<file path="config.mk">
export PLATFORM = sky130hd
export DESIGN_NAME = savestate_sequencer
export DESIGN_NICKNAME = d
export VERILOG_FILES = /design/src/rtl/savestate_sequencer.sv
export SDC_FILE = /design/constraint.sdc
export NUM_CORES = 1
export LEC_CHECK = 0
export ABC_AREA = 1
export BUFFER_PORTS_ARGS = -buffer_cell sky130_fd_sc_hd__buf_2
export CAP_MARGIN = 10
export CORE_MARGIN = 3
export CORE_UTILIZATION = 30
export CTS_CLUSTER_DIAMETER = 50
export DETAILED_ROUTE_END_ITERATION = 10
export PLACE_DENSITY = 0.48
export SETUP_SLACK_MARGIN = 0.05
export SLEW_MARGIN = 20
export SYNTH_ARGS = -nofsm -noshare
export SYNTH_HDL_FRONTEND = slang
export SYNTH_SLANG_ARGS = --single-unit
</file>
<file path="constraint.sdc">
create_clock -name clk -period 2.9 [get_ports clk]
set_input_delay 0.58 -clock clk [delete_from_list [all_inputs] [get_ports clk]]
set_output_delay 0.58 -clock clk [all_outputs]
set_load 0.1 [all_outputs]
</file>
<file path="src/rtl/savestate_sequencer.sv">
// Savestate bus sequencer (clk_sys): walks the 116-word savestate image between the
// core's savestate bus and the bridge FIFOs, and drives the APF create/load status flags.
module savestate_sequencer #(
   parameter int WORD_COUNT    = 116,
   parameter int READY_TIMEOUT = 65535,
   parameter int ACK_CYCLES    = 16
) (
   input  logic       clk,
   input  logic       reset,
   input  logic       start_savestate_create,
   input  logic       start_savestate_load,
   input  logic       data_ready_savestate_load,
   input  logic       data_consumed_savestate_create,
   output logic       req_read_savestate_load,
   output logic       req_write_savestate_create,
   output logic       savestate_load_ack,
   output logic       savestate_load_busy,
   output logic       savestate_load_ok,
   output logic       savestate_load_err,
   output logic       savestate_create_ack,
   output logic       savestate_create_busy,
   output logic       savestate_create_ok,
   output logic       savestate_create_err,
   output logic [7:0] bus_addr,
   output logic       bus_wren,
   output logic       bus_reset,
   input  logic       ss_ready,
   output logic       ss_halt,
   output logic       ss_begin_reset,
   output logic       ss_turbo
);
   localparam logic [7:0]       LAST_ADDR = 8'(WORD_COUNT - 1);
   localparam logic [15:0]      TMO_MAX   = 16'(READY_TIMEOUT);
   localparam int               ACK_W     = $clog2(ACK_CYCLES + 1);
   localparam logic [ACK_W-1:0] ACK_LOAD  = ACK_W'(ACK_CYCLES);

   typedef enum logic [3:0] {
      IDLE, C_HALT, C_ADDR, C_PUSH, L_RESET, L_HALT, L_POP, L_WRITE, DONE
   } state_t;

   state_t           r_state, w_next;
   logic             r_create_d, r_load_d;
   logic             w_create_edge, w_load_edge, w_accept_c, w_accept_l;
   logic             w_tmo_hit, w_last;
   logic [15:0]      r_tmo;
   logic [ACK_W-1:0] r_cack_cnt, r_lack_cnt;
   logic [7:0]       r_addr;
   logic             r_c_ok, r_c_err, r_l_ok, r_l_err;

   assign w_create_edge = start_savestate_create & ~r_create_d;
   assign w_load_edge   = start_savestate_load & ~r_load_d;
   // Create wins a tie; the load edge is dropped, not deferred.
   assign w_accept_c    = (r_state == IDLE) & w_create_edge;
   assign w_accept_l    = (r_state == IDLE) & w_load_edge & ~w_create_edge;
   assign w_tmo_hit     = (r_tmo == TMO_MAX);
   assign w_last        = (r_addr == LAST_ADDR);

   always_ff @(posedge clk or posedge reset) begin
      if (reset) r_state <= IDLE;
      else       r_state <= w_next;
   end

   always_comb begin
      w_next = r_state;
      unique case (r_state)
         IDLE: begin
            if (w_accept_c)      w_next = C_HALT;
            else if (w_accept_l) w_next = L_RESET;
         end
         C_HALT: begin
            if (ss_ready)       w_next = C_ADDR;
            else if (w_tmo_hit) w_next = DONE;
         end
         C_ADDR:  w_next = C_PUSH;
         C_PUSH: begin
            if (data_consumed_savestate_create) w_next = w_last ? DONE : C_ADDR;
         end
         L_RESET: w_next = L_HALT;
         L_HALT: begin
            if (ss_ready)       w_next = L_POP;
            else if (w_tmo_hit) w_next = DONE;
         end
         L_POP: begin
            if (data_ready_savestate_load) w_next = L_WRITE;
         end
         L_WRITE: w_next = w_last ? DONE : L_POP;
         DONE:    w_next = IDLE;
         default: w_next = IDLE;
      endcase
   end

   always_ff @(posedge clk or posedge reset) begin
      if (reset) begin
         r_create_d <= 1'b0;
         r_load_d   <= 1'b0;
         r_tmo      <= '0;
         r_cack_cnt <= '0;
         r_lack_cnt <= '0;
         r_addr     <= '0;
         r_c_ok     <= 1'b0;
         r_c_err    <= 1'b0;
         r_l_ok     <= 1'b0;
         r_l_err    <= 1'b0;
      end else begin
         r_create_d <= start_savestate_create;
         r_load_d   <= start_savestate_load;

         if (w_accept_c)            r_cack_cnt <= ACK_LOAD;
         else if (r_cack_cnt != '0) r_cack_cnt <= r_cack_cnt - 1'b1;
         if (w_accept_l)            r_lack_cnt <= ACK_LOAD;
         else if (r_lack_cnt != '0) r_lack_cnt <= r_lack_cnt - 1'b1;

         // Counter is zero on entry to either halt wait, then saturates.
         if (r_state != C_HALT && r_state != L_HALT) r_tmo <= '0;
         else if (!w_tmo_hit)                        r_tmo <= r_tmo + 1'b1;

         if (w_accept_c || w_accept_l) begin
            r_c_ok  <= 1'b0;
            r_c_err <= 1'b0;
            r_l_ok  <= 1'b0;
            r_l_err <= 1'b0;
         end

         unique case (r_state)
            C_HALT: begin
               if (ss_ready)       r_addr  <= '0;
               else if (w_tmo_hit) r_c_err <= 1'b1;
            end
            C_PUSH: begin
               if (data_consumed_savestate_create) begin
                  if (w_last) r_c_ok  <= 1'b1;
                  else        r_addr  <= r_addr + 1'b1;
               end
            end
            L_HALT: begin
               if (ss_ready)       r_addr  <= '0;
               else if (w_tmo_hit) r_l_err <= 1'b1;
            end
            L_WRITE: begin
               if (w_last) r_l_ok <= 1'b1;
               else        r_addr <= r_addr + 1'b1;
            end
            DONE:    r_addr <= '0;
            default: ;
         endcase
      end
   end

   assign req_read_savestate_load    = (r_state == L_POP) & data_ready_savestate_load;
   assign req_write_savestate_create = (r_state == C_PUSH) & data_consumed_savestate_create;
   assign bus_wren                   = (r_state == L_WRITE);
   assign bus_reset                  = (r_state == L_RESET);
   assign ss_begin_reset             = (r_state == L_RESET);
   assign bus_addr                   = r_addr;

   assign savestate_create_busy = (r_state == C_HALT) | (r_state == C_ADDR) | (r_state == C_PUSH);
   assign savestate_load_busy   = (r_state == L_RESET) | (r_state == L_HALT) |
                                  (r_state == L_POP) | (r_state == L_WRITE);
   assign ss_halt               = savestate_create_busy | savestate_load_busy;
   assign ss_turbo              = savestate_load_busy;

   assign savestate_create_ack = (r_cack_cnt != '0);
   assign savestate_load_ack   = (r_lack_cnt != '0);
   assign savestate_create_ok  = r_c_ok;
   assign savestate_create_err = r_c_err;
   assign savestate_load_ok    = r_l_ok;
   assign savestate_load_err   = r_l_err;
endmodule
</file>
==> results.json <==
{
  "rows": 33,
  "slowest_stage": "dfrtp_1",
  "core_um2": 8380,
  "cp.required_ps": 2320,
  "layout.cells.most_common": "nand2_1",
  "internal_power_mw": 1.40,
  "mostFrequentLayoutCells": "nand2_1, inv_1, dfrtp_1",
  "combPwrFrac": 0.527,
  "final_net_count": 407,
  "cts-root-buf": "clkbuf_8",
  "synth_nets": 377,
  "hpwl_um": 4380,
  "antenna_found_initial": 0,
  "clock_sinks": 44,
  "whs_ps": 382,
  "antenna_cells": 0,
  "overflow": 0,
  "worstReg2RegEnd": "bus_addr[2]$_DFFE_PP0P_",
  "clock_latency_ps": 300,
  "cts_setup_buffers": 0,
  "drt-initial-drc-count": 90,
  "cts_hold_buf": 0,
  "finalWirelength_um": 5780,
  "cts_tree": "yes",
  "design_area_um2": 2990,
  "synthCells": 364,
  "vias_per_cell": 4.55,
  "dieArea_um2": 9930,
  "cts_made_buffers": 5,
  "drive_gt1_frac": 0.137,
  "end_kind": "output port",
  "antenna_left": 0,
  "ir_drop_v": 0.000684,
  "slowest_delay_ps": 660,
  "crit_arrival_ps": 1850,
  "synth_top_area_cell": "dfrtp_1",
  "post-route-min-period_ps": 2430,
  "leakagePower_nw": 1.60,
  "syn_area_per_cell_um2": 7.23,
  "cts_buffer_depth": 2,
  "finalCritPeriodShare": 0.839,
  "p_clk_frac": 0.167,
  "synth_edf_count": 0,
  "rsz0062_at_grt": "false",
  "ys_ff_latch": 44,
  "setup_viol": 0,
  "slew_violations": 0,
  "worstReg2RegStart": "r_state[0]$_DFFE_PP0P_",
  "cts_resized": 0,
  "gp_congestion": 0.829,
  "grt_max_degree": 45,
  "seq_area_frac_synth": 0.418,
  "io_pins": 30,
  "r2r_slack_ps": 1050,
  "pwr-share-seq": 0.306,
  "initial_core_util": 0.314,
  "switching_power_mw": 1.64,
  "hold_class": "primary input to asynchronous set/reset pin",
  "htree_levels": 2,
  "path_max_fanout": 10,
  "swShare": 0.541,
  "slew_headroom": 0.477,
  "reg2reg_depth": 8,
  "drt-pass1-iter-count": 4,
  "tightest_slew_ps": 784,
  "yosysTopAreaCellShare": 0.418,
  "placed_cell_area_um2": 2870,
  "portBuffers": 29,
  "crit_type": "register to output port",
  "die_h_um": 99.7,
  "fin_skew_ps": 13.1,
  "setup_tns_ps": 0,
  "max_freq_mhz": 411,
  "grt_use_total": 0.124,
  "ys_async_sr_fraction": 1.00,
  "crit_path_start_kind": "register",
  "crit_chain": "nand2_1 > nor2_1 > buf_2",
  "hold_violations": 0,
  "drc": 0,
  "p_per_area_nw_per_um2": 1020,
  "grt_pass1_wl_um": 10200,
  "max_cap_viol_count": 0,
  "synth.distinct_cells": 32,
  "clk_pin_slew_ps": 100,
  "grt_pass1_vias": 2189,
  "synth_ff_type": "dfrtp_1",
  "dr_total_vias": 2276,
  "synthTopCellsByArea": "dfrtp_1, nand2_1, inv_1",
  "run_status": "finished, final reports clean",
  "ys_warn_count": 0,
  "synth.cell_area_um2": 2630,
  "die_w_um": 99.7,
  "wl_per_cell_um": 11.6,
  "area_growth_syn_to_layout_pct": 13.6
}
through the flow:
stage                     worst slack (ps)  utilization  power (mW)  cells
after floorplan                       41.3            -        2.34    364
after detailed placement               808        0.342        2.56    492
final                                  467        0.357        3.04    500
after global placement                 847        0.342        2.56    492
after CTS                              462        0.357        3.08    500
after global routing                   327        0.357        3.28    500
state kept, by name (all words and copies together) (netlist names):
register and cells:
r_create_d 1, savestate_load_ok 1, savestate_create_ok 1, savestate_load_err 1, r_tmo 16, savestate_create_err 1
r_state 4, r_load_d 1, r_cack_cnt 5, bus_addr 8, r_lack_cnt 5
worst max-delay path: cells and delay by family, from the launching register on:
kind / cells / cell delay [ps]
buffers and inverters: 1 / 470
flip-flops: 1 / 660
AND/OR/NAND/NOR: 2 / 420
cell type report:
type	count	area (um^2)
Fill cell	892	5390
Timing Repair Buffer	29	145
Multi-Input combinational cell	259	1280
Inverter	55	208
Sequential cell	44	1100
Clock buffer	6	82.6
Clock inverter	2	38.8
Tap cell	105	131
power by group through the flow:
| stage | sequential [mW] | clock [mW] | combinational [mW] |
|---|---|---|---|
| 2_1_floorplan | 1.14 | 0 | 1.20 |
| 3_3_place_gp | 0.942 | 0 | 1.62 |
| 3_5_place_dp | 0.944 | 0 | 1.61 |
| 4_1_cts | 0.931 | 0.525 | 1.62 |
| 5_1_grt | 0.958 | 0.557 | 1.77 |
| 6_report | 0.931 | 0.507 | 1.60 |
Yosys cell counts, drive strengths merged, types with 3 or more instances:
cell    number
nor2        46
o21ai       19
inv         55
o21bai       3
dfrtp       44
a21oi        9
nand3       39
nor3        12
buf          6
nand2      100
ha           6
nand4        7
xor2         5
cells by family (layout without fill, tap and decap cells):
| logic type | after synthesis | in the layout | synth area share |
|---|---|---|---|
| and+or+nand+nor | 209 | 209 | 0.354 |
| buffers and inverters | 61 | 92 | 0.0975 |
| DFF | 44 | 44 | 0.418 |
| AOI/OAI and AO/OA | 38 | 38 | 0.0813 |
| adders and majority gates | 6 | 6 | 0.0285 |
| xor gates and xnor gates | 6 | 6 | 0.0200 |
layer usage:
metal	share of wire	track usage	vias to the layer above
met5	0	0	-
met4	0.0099	0.0315	0
li1	-	-	1219
met3	0.025	0.0252	5
met2	0.45	0.197	26
met1	0.51	0.173	1026
worst max-delay path by stage:
stage                         endpoint  slack (ps)  depth (start not counted)                   start
2_1_floorplan           ss_begin_reset          40                          4  r_state[3]$_DFFE_PP0P_
3_3_place_gp                  bus_wren         850                          3  r_state[1]$_DFFE_PP0P_
3_5_place_dp   req_read_savestate_load         810                          6  r_state[3]$_DFFE_PP0P_
4_1_cts                       bus_wren         460                          3  r_state[1]$_DFFE_PP0P_
5_1_grt        req_read_savestate_load         330                          6  r_state[3]$_DFFE_PP0P_
6_report                      bus_wren         470                          3  r_state[1]$_DFFE_PP0P_
Note: power is estimated with default switching activity, not from simulation.
